**src/rtl/yukle_sakla_birimi.sv**
```systemverilog
// rtl/yukle_sakla_birimi.sv - load/store unit: aligns core requests onto a word-wide memory port
// Three-state handshake FSM; all memory-side and completion outputs are registered.
module yukle_sakla_birimi (
  input  logic        clk_i,
  input  logic        rst_i,
  input  logic        istek_gecerli_i,
  output logic        istek_hazir_o,
  input  logic        yaz_i,
  input  logic [1:0]  boyut_i,
  input  logic        isaretsiz_i,
  input  logic [31:0] adres_i,
  input  logic [31:0] veri_i,
  output logic        bellek_istek_o,
  output logic        bellek_yaz_o,
  output logic [31:0] bellek_adres_o,
  output logic [31:0] bellek_veri_o,
  output logic [3:0]  bellek_maske_o,
  input  logic        bellek_gecerli_i,
  input  logic [31:0] bellek_veri_i,
  output logic [31:0] sonuc_o,
  output logic        sonuc_gecerli_o,
  output logic        hizasiz_hata_o,
  output logic        durdur_o
);

  typedef enum logic [1:0] {
    BOSTA = 2'd0,
    ISTEK = 2'd1,
    TAMAM = 2'd2
  } durum_t;

  durum_t      durum_q;
  logic        yaz_q;
  logic        isaretsiz_q;
  logic [1:0]  boyut_q;
  logic [1:0]  ofset_q;
  logic        bellek_istek_q;
  logic        bellek_yaz_q;
  logic [31:0] bellek_adres_q;
  logic [31:0] bellek_veri_q;
  logic [3:0]  bellek_maske_q;
  logic [31:0] sonuc_q;
  logic        sonuc_gecerli_q;
  logic        hizasiz_hata_q;

  logic        hizasiz_d;
  logic [3:0]  maske_d;
  logic [31:0] veri_d;
  logic [31:0] yuk_sonuc_d;
  logic [7:0]  bayt;
  logic [15:0] yarim;

  // Request decode from the live inputs; only consumed in the acceptance cycle.
  always_comb begin
    hizasiz_d = 1'b0;
    maske_d   = 4'b1111;
    veri_d    = 32'd0;
    case (boyut_i)
      2'b00:   hizasiz_d = 1'b0;
      2'b01:   hizasiz_d = adres_i[0];
      2'b10:   hizasiz_d = |adres_i[1:0];
      default: hizasiz_d = 1'b1;
    endcase
    if (yaz_i) begin
      case (boyut_i)
        2'b00: begin
          maske_d = 4'b0001 << adres_i[1:0];
          veri_d  = {4{veri_i[7:0]}};
        end
        2'b01: begin
          maske_d = 4'b0011 << adres_i[1:0];
          veri_d  = {2{veri_i[15:0]}};
        end
        default: begin
          maske_d = 4'b1111;
          veri_d  = veri_i;
        end
      endcase
    end
  end

  // Load lane selection uses the offset and size latched at acceptance.
  always_comb begin
    bayt        = 8'd0;
    yarim       = ofset_q[1] ? bellek_veri_i[31:16] : bellek_veri_i[15:0];
    yuk_sonuc_d = bellek_veri_i;
    case (ofset_q)
      2'd0:    bayt = bellek_veri_i[7:0];
      2'd1:    bayt = bellek_veri_i[15:8];
      2'd2:    bayt = bellek_veri_i[23:16];
      default: bayt = bellek_veri_i[31:24];
    endcase
    case (boyut_q)
      2'b00:   yuk_sonuc_d = {{24{~isaretsiz_q & bayt[7]}}, bayt};
      2'b01:   yuk_sonuc_d = {{16{~isaretsiz_q & yarim[15]}}, yarim};
      default: yuk_sonuc_d = bellek_veri_i;
    endcase
  end

  always_ff @(posedge clk_i) begin
    if (rst_i) begin
      durum_q         <= BOSTA;
      yaz_q           <= 1'b0;
      isaretsiz_q     <= 1'b0;
      boyut_q         <= 2'b00;
      ofset_q         <= 2'b00;
      bellek_istek_q  <= 1'b0;
      bellek_yaz_q    <= 1'b0;
      bellek_adres_q  <= 32'd0;
      bellek_veri_q   <= 32'd0;
      bellek_maske_q  <= 4'd0;
      sonuc_q         <= 32'd0;
      sonuc_gecerli_q <= 1'b0;
      hizasiz_hata_q  <= 1'b0;
    end else begin
      sonuc_gecerli_q <= 1'b0;
      hizasiz_hata_q  <= 1'b0;
      case (durum_q)
        BOSTA: begin
          if (istek_gecerli_i) begin
            yaz_q       <= yaz_i;
            isaretsiz_q <= isaretsiz_i;
            boyut_q     <= boyut_i;
            ofset_q     <= adres_i[1:0];
            if (hizasiz_d) begin
              durum_q        <= TAMAM;
              hizasiz_hata_q <= 1'b1;
              sonuc_q        <= 32'd0;
            end else begin
              durum_q        <= ISTEK;
              bellek_istek_q <= 1'b1;
              bellek_yaz_q   <= yaz_i;
              bellek_adres_q <= {adres_i[31:2], 2'b00};
              bellek_veri_q  <= veri_d;
              bellek_maske_q <= maske_d;
            end
          end
        end
        ISTEK: begin
          if (bellek_gecerli_i) begin
            durum_q         <= TAMAM;
            bellek_istek_q  <= 1'b0;
            bellek_yaz_q    <= 1'b0;
            sonuc_gecerli_q <= 1'b1;
            sonuc_q         <= yaz_q ? 32'd0 : yuk_sonuc_d;
          end
        end
        TAMAM:   durum_q <= BOSTA;
        default: durum_q <= BOSTA;
      endcase
    end
  end

  assign istek_hazir_o   = (durum_q == BOSTA);
  assign durdur_o        = (durum_q != BOSTA) | istek_gecerli_i;
  assign bellek_istek_o  = bellek_istek_q;
  assign bellek_yaz_o    = bellek_yaz_q;
  assign bellek_adres_o  = bellek_adres_q;
  assign bellek_veri_o   = bellek_veri_q;
  assign bellek_maske_o  = bellek_maske_q;
  assign sonuc_o         = sonuc_q;
  assign sonuc_gecerli_o = sonuc_gecerli_q;
  assign hizasiz_hata_o  = hizasiz_hata_q;

endmodule

```
**config.mk**
```make
export PLATFORM = sky130hd
export DESIGN_NAME = yukle_sakla_birimi
export DESIGN_NICKNAME = d
export VERILOG_FILES = /design/src/rtl/yukle_sakla_birimi.sv
export SDC_FILE = /design/constraint.sdc
export NUM_CORES = 1
export LEC_CHECK = 0
export ABC_AREA = 1
export CELL_PAD_IN_SITES_DETAIL_PLACEMENT = 1
export CELL_PAD_IN_SITES_GLOBAL_PLACEMENT = 1
export CORE_ASPECT_RATIO = 1.4
export CORE_MARGIN = 3
export CORE_UTILIZATION = 32
export DETAILED_ROUTE_END_ITERATION = 10
export GPL_TIMING_DRIVEN = 0
export MAX_ROUTING_LAYER = met4
export PLACE_DENSITY = 0.89
export SYNTH_ARGS = -nofsm -noshare
export SYNTH_HDL_FRONTEND = slang
export SYNTH_SLANG_ARGS = --single-unit
```
**constraint.sdc**
```tcl
create_clock -name clk_i -period 5 [get_ports clk_i]
set_clock_uncertainty 0.2 [all_clocks]
set_input_delay 1.5 -clock clk_i [delete_from_list [all_inputs] [get_ports clk_i]]
set_output_delay 1.5 -clock clk_i [all_outputs]
set_load 0.1 [all_outputs]
```
==> flow_summary.ini, run 1 <==
[outcome]
status = finished, final reports clean

[power_and_ir_drop]
p_leak_uw = 0.00291
power_density_mw_per_mm2 = 318
peakVddDrop_mv = 0.159
power.total_uw = 2420

[critical_path]
endpoint = durdur_o
crit_arrival_ns = 3.03
crit_slowest_cell = dlygate4sd2_1
cp_top_family = buffers and inverters
required_ns = 3.30
crit_path_max_incr_delay_ns = 0.86
regToRegStartpoint = boyut_q[1]
crit_cells = 4
crit_path_cell_trace = clkdlybuf4s50_1 > inv_1 > nand2_1 > dlygate4sd2_1
end_kind = output port
r2r_end = sonuc_o[26]
reg2regPathDepth = 8
crit_start = istek_gecerli_i
start_kind = input pin
critPathMaxFanout = 2
regToRegSetupSlack_ns = 3.08
crit_type = in -> out
path_buf_inv = 3

[hold_path]
hold_class = reg -> reg

[floorplan]
die_area_sq_mm = 0.0172
start_util = 0.330
die_h_um = 154
fp.dieW_um = 112
rows = 53
core-area_sq_mm = 0.0152
io_pins = 210

[synthesis]
synth_simple_gate_area_frac = 0.259
yosysWarnings = 0
synth_top_area_frac = 0.439
synth_fa_ha_area_frac = 0
syn_inst = 694
ys_types = 31
synth_xor_area_frac = 0
ys_ff_latch = 110
synth-seq-area-share = 0.439
syn_area_sq_mm = 0.00501
synth_compound_area_frac = 0.222
ys_top_cells_by_area = dfxtp_1 44%, nor2_1 10%, o21ai_0 8.3%
synth.mux.area_fraction = 0
syn_avg_cell_area_sq_um = 7.23
synth_top_family_by_area = simple AND/OR/NAND/NOR gates
synth_area_leader_cell = dfxtp_1

[sta]
timing.fmax_ghz = 0.211
hold_violations = 0
fin_crit_sh = 0.946
max_slew.worst_pin.slew_ns = 1.05
slew_viol_final = 0
fin_crit_ns = 4.73
grt_setup_unrepaired = false
setup_viol = 0
worst_slack_ns = 0.269
max-slew-margin-rel = 0.300
timing.hold.ws_ns = 0.264

[clock_tree]
cts_htree_levels = 3
post_cts_buffers = 0
clk_pin_slew_ns = 0.08
cts_buffers = 9
cts_tree = done
clock_path_buffers = 2
cts_sinks = 110
ctsRootBufferMaster = clkbuf_16
clk_latency_ns = 0.35

[route]
wl_met1_um = 7470
drt_iter0_markers = 111
post_drt_wl_per_cell_um = 17.7
vias = 5475
vias_per_cell = 4.94
wl_um = 19600
drc = 0
met2WireLength_um = 10500
first_pass_iters = 4
wl_met3_um = 1020
ant_nets = 0
highest-signal-layer = met4

[finish]
final_area_sq_mm = 0.00761
n_fill_cell = 1902
nets = 1016
area_growth_pct = 51.8
instances_no_fill = 1109
antenna_cells = 0
drive_above_1_share = 0.109

[placed_design]
place_congestion = 0.910
detailed_place.area_sq_mm = 0.00732
numPortBuffers = 206
dp.cells = 1093
dpl.hpwl_um = 15400
place_ws_ns = -0.0167

[global_routing]
grt_pass1_wl_um = 30300
grt.total_usage = 0.229
grt_pass1_vias = 5785
grt_max_degree = 18
antenna_found_initial = 0
overflow = 0

[run]
maxCapViolations = 0
cells in the mapped netlist (all sizes together):
cell	instances
a21oi	99
conb	1
o21a	1
o21bai	3
or2	6
nand2	121
buf	23
a22oi	1
clkbuf	19
o211ai	7
inv	41
nand4	1
o21ai	84
o22ai	5
dfxtp	110
nor2	142
nor3	13
clkinv	2
nand3	15
metrics by stage:
stage | setup TNS, ns | util
4_1_cts | 0 | 0.501
2_1_floorplan | 0 | -
3_5_place_dp | -0.0167 | 0.482
6_report | 0 | 0.501
3_3_place_gp | -0.0121 | 0.482
5_1_grt | 0 | 0.501
final cells by class:
type / count / area [sq um] / area share
Timing Repair Buffer: 206 / 2060 / 0.271
Sequential cell: 110 / 2200 / 0.289
Buffer: 42 / 234 / 0.0307
Inverter: 43 / 161 / 0.0212
Tap cell: 192 / 240 / 0.0315
Multi-Input combinational cell: 500 / 2420 / 0.318
Clock buffer: 13 / 270 / 0.0355
Clock inverter: 3 / 25.0 / 0.00329
power by group:
part	internal [uW]	total [uW]	switching (uW)
Clock	384	730	345
Combinational	221	749	529
Sequential	919	943	24.7
cell families (layout without fill, tap and decap cells):
| logic type | count (synthesis) | in the layout |
|---|---|---|
| compound gates | 200 | 200 |
| buf+inv | 85 | 307 |
| flops | 110 | 110 |
| other cells | 1 | 2 |
| simple gates | 298 | 298 |
state kept, by name (all words and copies together) (netlist names), 2 cells and up:
name	cells
durum_q	2
bellek_adres_o	30
ofset_q	2
bellek_maske_o	4
boyut_q	2
bellek_veri_o	32
sonuc_o	32
worst min-delay path, cell delays in order, from the launching register on:
cell     delay [ns]
dfxtp_1        0.31
nand2_1        0.06
a21oi_1        0.05
worst min path at each step:
stage / cells past startpoint / slack (ns) / from / endpoint
6_report: 2 / 0.26 / sonuc_o[12] / sonuc_o[12]
3_3_place_gp: 2 / 0.25 / bellek_istek_o / bellek_istek_o
3_5_place_dp: 2 / 0.26 / sonuc_o[10] / sonuc_o[10]
5_1_grt: 2 / 0.29 / bellek_veri_o[26] / bellek_veri_o[26]
2_1_floorplan: 2 / 0.25 / yaz_q / yaz_q
4_1_cts: 2 / 0.27 / sonuc_o[10] / sonuc_o[10]
cells in the final DEF, fill, tap and decap left out, drive strengths merged:
cell type / count
clkdlybuf4s50: 205
nor2: 142
nand2: 121
dfxtp: 110
a21oi: 99
o21ai: 84
inv: 43
clkbuf: 32
buf: 23
nand3: 15
nor3: 13
o211ai: 7
or2: 6
o22ai: 5
o21bai: 3
clkinv: 2
conb: 2
o21a: 1
nand4: 1
a22oi: 1
clkinvlp: 1
dlygate4sd2: 1
repair_timing:
action,4_1_cts,5_1_grt
hold buffers,0,0
resized for setup,1,0
endpoints found under the setup margin,1,0
per-layer routing:
metal,track usage,up-vias
li1,-,2703
met1,0.233,2575
met2,0.422,164
met3,0.0433,33
met4,0.0968,0
met5,-,-
No activity file was read; power rests on OpenSTA's default activity.
==> run 2: changes to the inputs <==
Settings changed: CAP_MARGIN from default to 20.
==> results of run 2 <==
Final layout, timing and power as in run 1 (identical DEF).
==> run 3: changes to the inputs <==
Settings changed: CORE_MARGIN 3 to default.
==> run 3 against run 2 <==
  * Count of clock-buffer cells in the layout decreased by 2
  * Die area down 6.1%
  * Critical endpoint unchanged
  * Clock power rose by 9.0%
  * Critical path depth unchanged
  * Flip-flop and latch count stayed put
==> flow_summary.ini, run 3 (same netlist as run 1, synthesis figures left out) <==
[finish]
drive_above_1_share = 0.109
postLayoutCoreUtil = 0.503
nets = 1016
final_cell_mix = 205 x clkdlybuf4s50_1, 133 x nor2_1, 110 x dfxtp_1
final_area_sq_mm = 0.00764
antenna_cells = 0
final_common_cell = clkdlybuf4s50_1
area_growth_pct = 52.4
n_fill_cell = 1879

[power_and_ir_drop]
p_leak_uw = 0.00293
p_sw_frac = 0.359
seq_power_share = 0.380
p_sw_uw = 893
power_density_mw_per_mm2 = 325
p_clk_frac = 0.320
peakVddDrop_mv = 0.158
combPwrFrac = 0.300
p_int_uw = 1590

[floorplan]
die_h_um = 150
core-area_sq_mm = 0.0152
start_util = 0.330
io_pins = 210
rows = 53
die_area_sq_mm = 0.0162
fp.dieW_um = 108

[clock_tree]
hold_buffers = 0
cts_sinks = 110
clk_latency_ns = 0.34
cts_tree = done
clk_pin_slew_ns = 0.07
cts_buffers = 9
cts_htree_levels = 3
ctsRootBufferMaster = clkbuf_16
post_cts_buffers = 0
clock_path_buffers = 2

[critical_path]
crit_start = istek_gecerli_i
crit_slowest_cell = dlygate4sd2_1
crit_arrival_ns = 3.03
end_kind = output port
required_ns = 3.30
critPathMaxFanout = 2
crit_path_max_incr_delay_ns = 0.87
start_kind = input pin
crit_type = in -> out
crit_path_cell_trace = clkdlybuf4s50_1 > inv_1 > nand2_1 > dlygate4sd2_1
regToRegStartpoint = ofset_q[1]

[sta]
tns_ns = 0
max_slew.worst_pin.slew_ns = 1.03
fin_crit_ns = 4.73
worst_slack_ns = 0.268
fin_crit_sh = 0.946
timing.hold.ws_ns = 0.270
max-slew-margin-rel = 0.312
grt_setup_unrepaired = false
setup_viol = 0
timing.fmax_ghz = 0.211
hold_violations = 0
slew_viol_final = 0

[placed_design]
place_ws_ns = 0.00482
detailed_place.area_sq_mm = 0.00732
dpl.hpwl_um = 14800
numPortBuffers = 206
place_congestion = 0.922

[outcome]
status = finished, final reports clean

[route]
drc = 0
post_drt_wl_per_cell_um = 17.3
wl_um = 19200
vias = 5532
first_pass_iters = 4
ant_nets = 0
drt_iter0_markers = 136
vias_per_cell = 4.99

[global_routing]
grt.total_usage = 0.245
overflow = 0
grt_pass1_vias = 5734
grt_pass1_wl_um = 29300
grt_max_degree = 18
antenna_found_initial = 0

[hold_path]
hold_start = sonuc_o[11]
hold_class = reg -> reg

[run]
maxCapViolations = 0
==> run 3: cell type report <==
class	count	area (sq um)	share of cell area
buffer	42	234	0.0306
clock buffer	11	243	0.0318
clock inverter	5	81.3	0.0106
inverter	43	161	0.0211
multi-input combinational	500	2420	0.317
sequential	110	2200	0.288
tap	192	240	0.0314
timing repair buffer	206	2060	0.270
==> run 3: final timing paths <==
path	endpoint	slack, ns	depth (start not counted)
min reg2reg	sonuc_o[11]	0.27	2
min	sonuc_o[11]	0.27	2
max	durdur_o	0.27	4
max reg2reg	sonuc_o[27]	3.09	8
==> run 3: power by group through the flow <==
| stage | Combinational, uW | Clock [uW] | Sequential [uW] |
|---|---|---|---|
| 3_5_place_dp | 747 | 0 | 964 |
| 6_report | 747 | 796 | 944 |
| 5_1_grt | 794 | 845 | 949 |
| 3_3_place_gp | 739 | 0 | 962 |
| 2_1_floorplan | 233 | 0 | 1230 |
| 4_1_cts | 751 | 804 | 944 |
==> run 3: critical path, delay by kind of cell <==
family                 cells  cell delay, ns
buffers and inverters      3            1.43
and+or+nand+nor            1            0.10
==> run 3: stage by stage <==
step	cells	power [uW]
CTS	1109	2500
global route	1109	2590
floorplan	695	1470
global placement	1093	1700
finish	1109	2490
detailed placement	1093	1710
==> run 3: repair_timing <==
| item | CTS | global route |
|---|---|---|
| endpoints found under the hold margin | 0 | 0 |
| setup endpoints to repair | 1 | 0 |
| gates resized for setup | 1 | 0 |
==> run 3: routing by layer <==
metal / global-route usage / up-vias / wire (um)
li1: - / 2695 / -
met1: 0.260 / 2597 / 7440
met2: 0.439 / 193 / 9950
met3: 0.0377 / 47 / 998
met4: 0.121 / 0 / 793
met5: - / - / 0
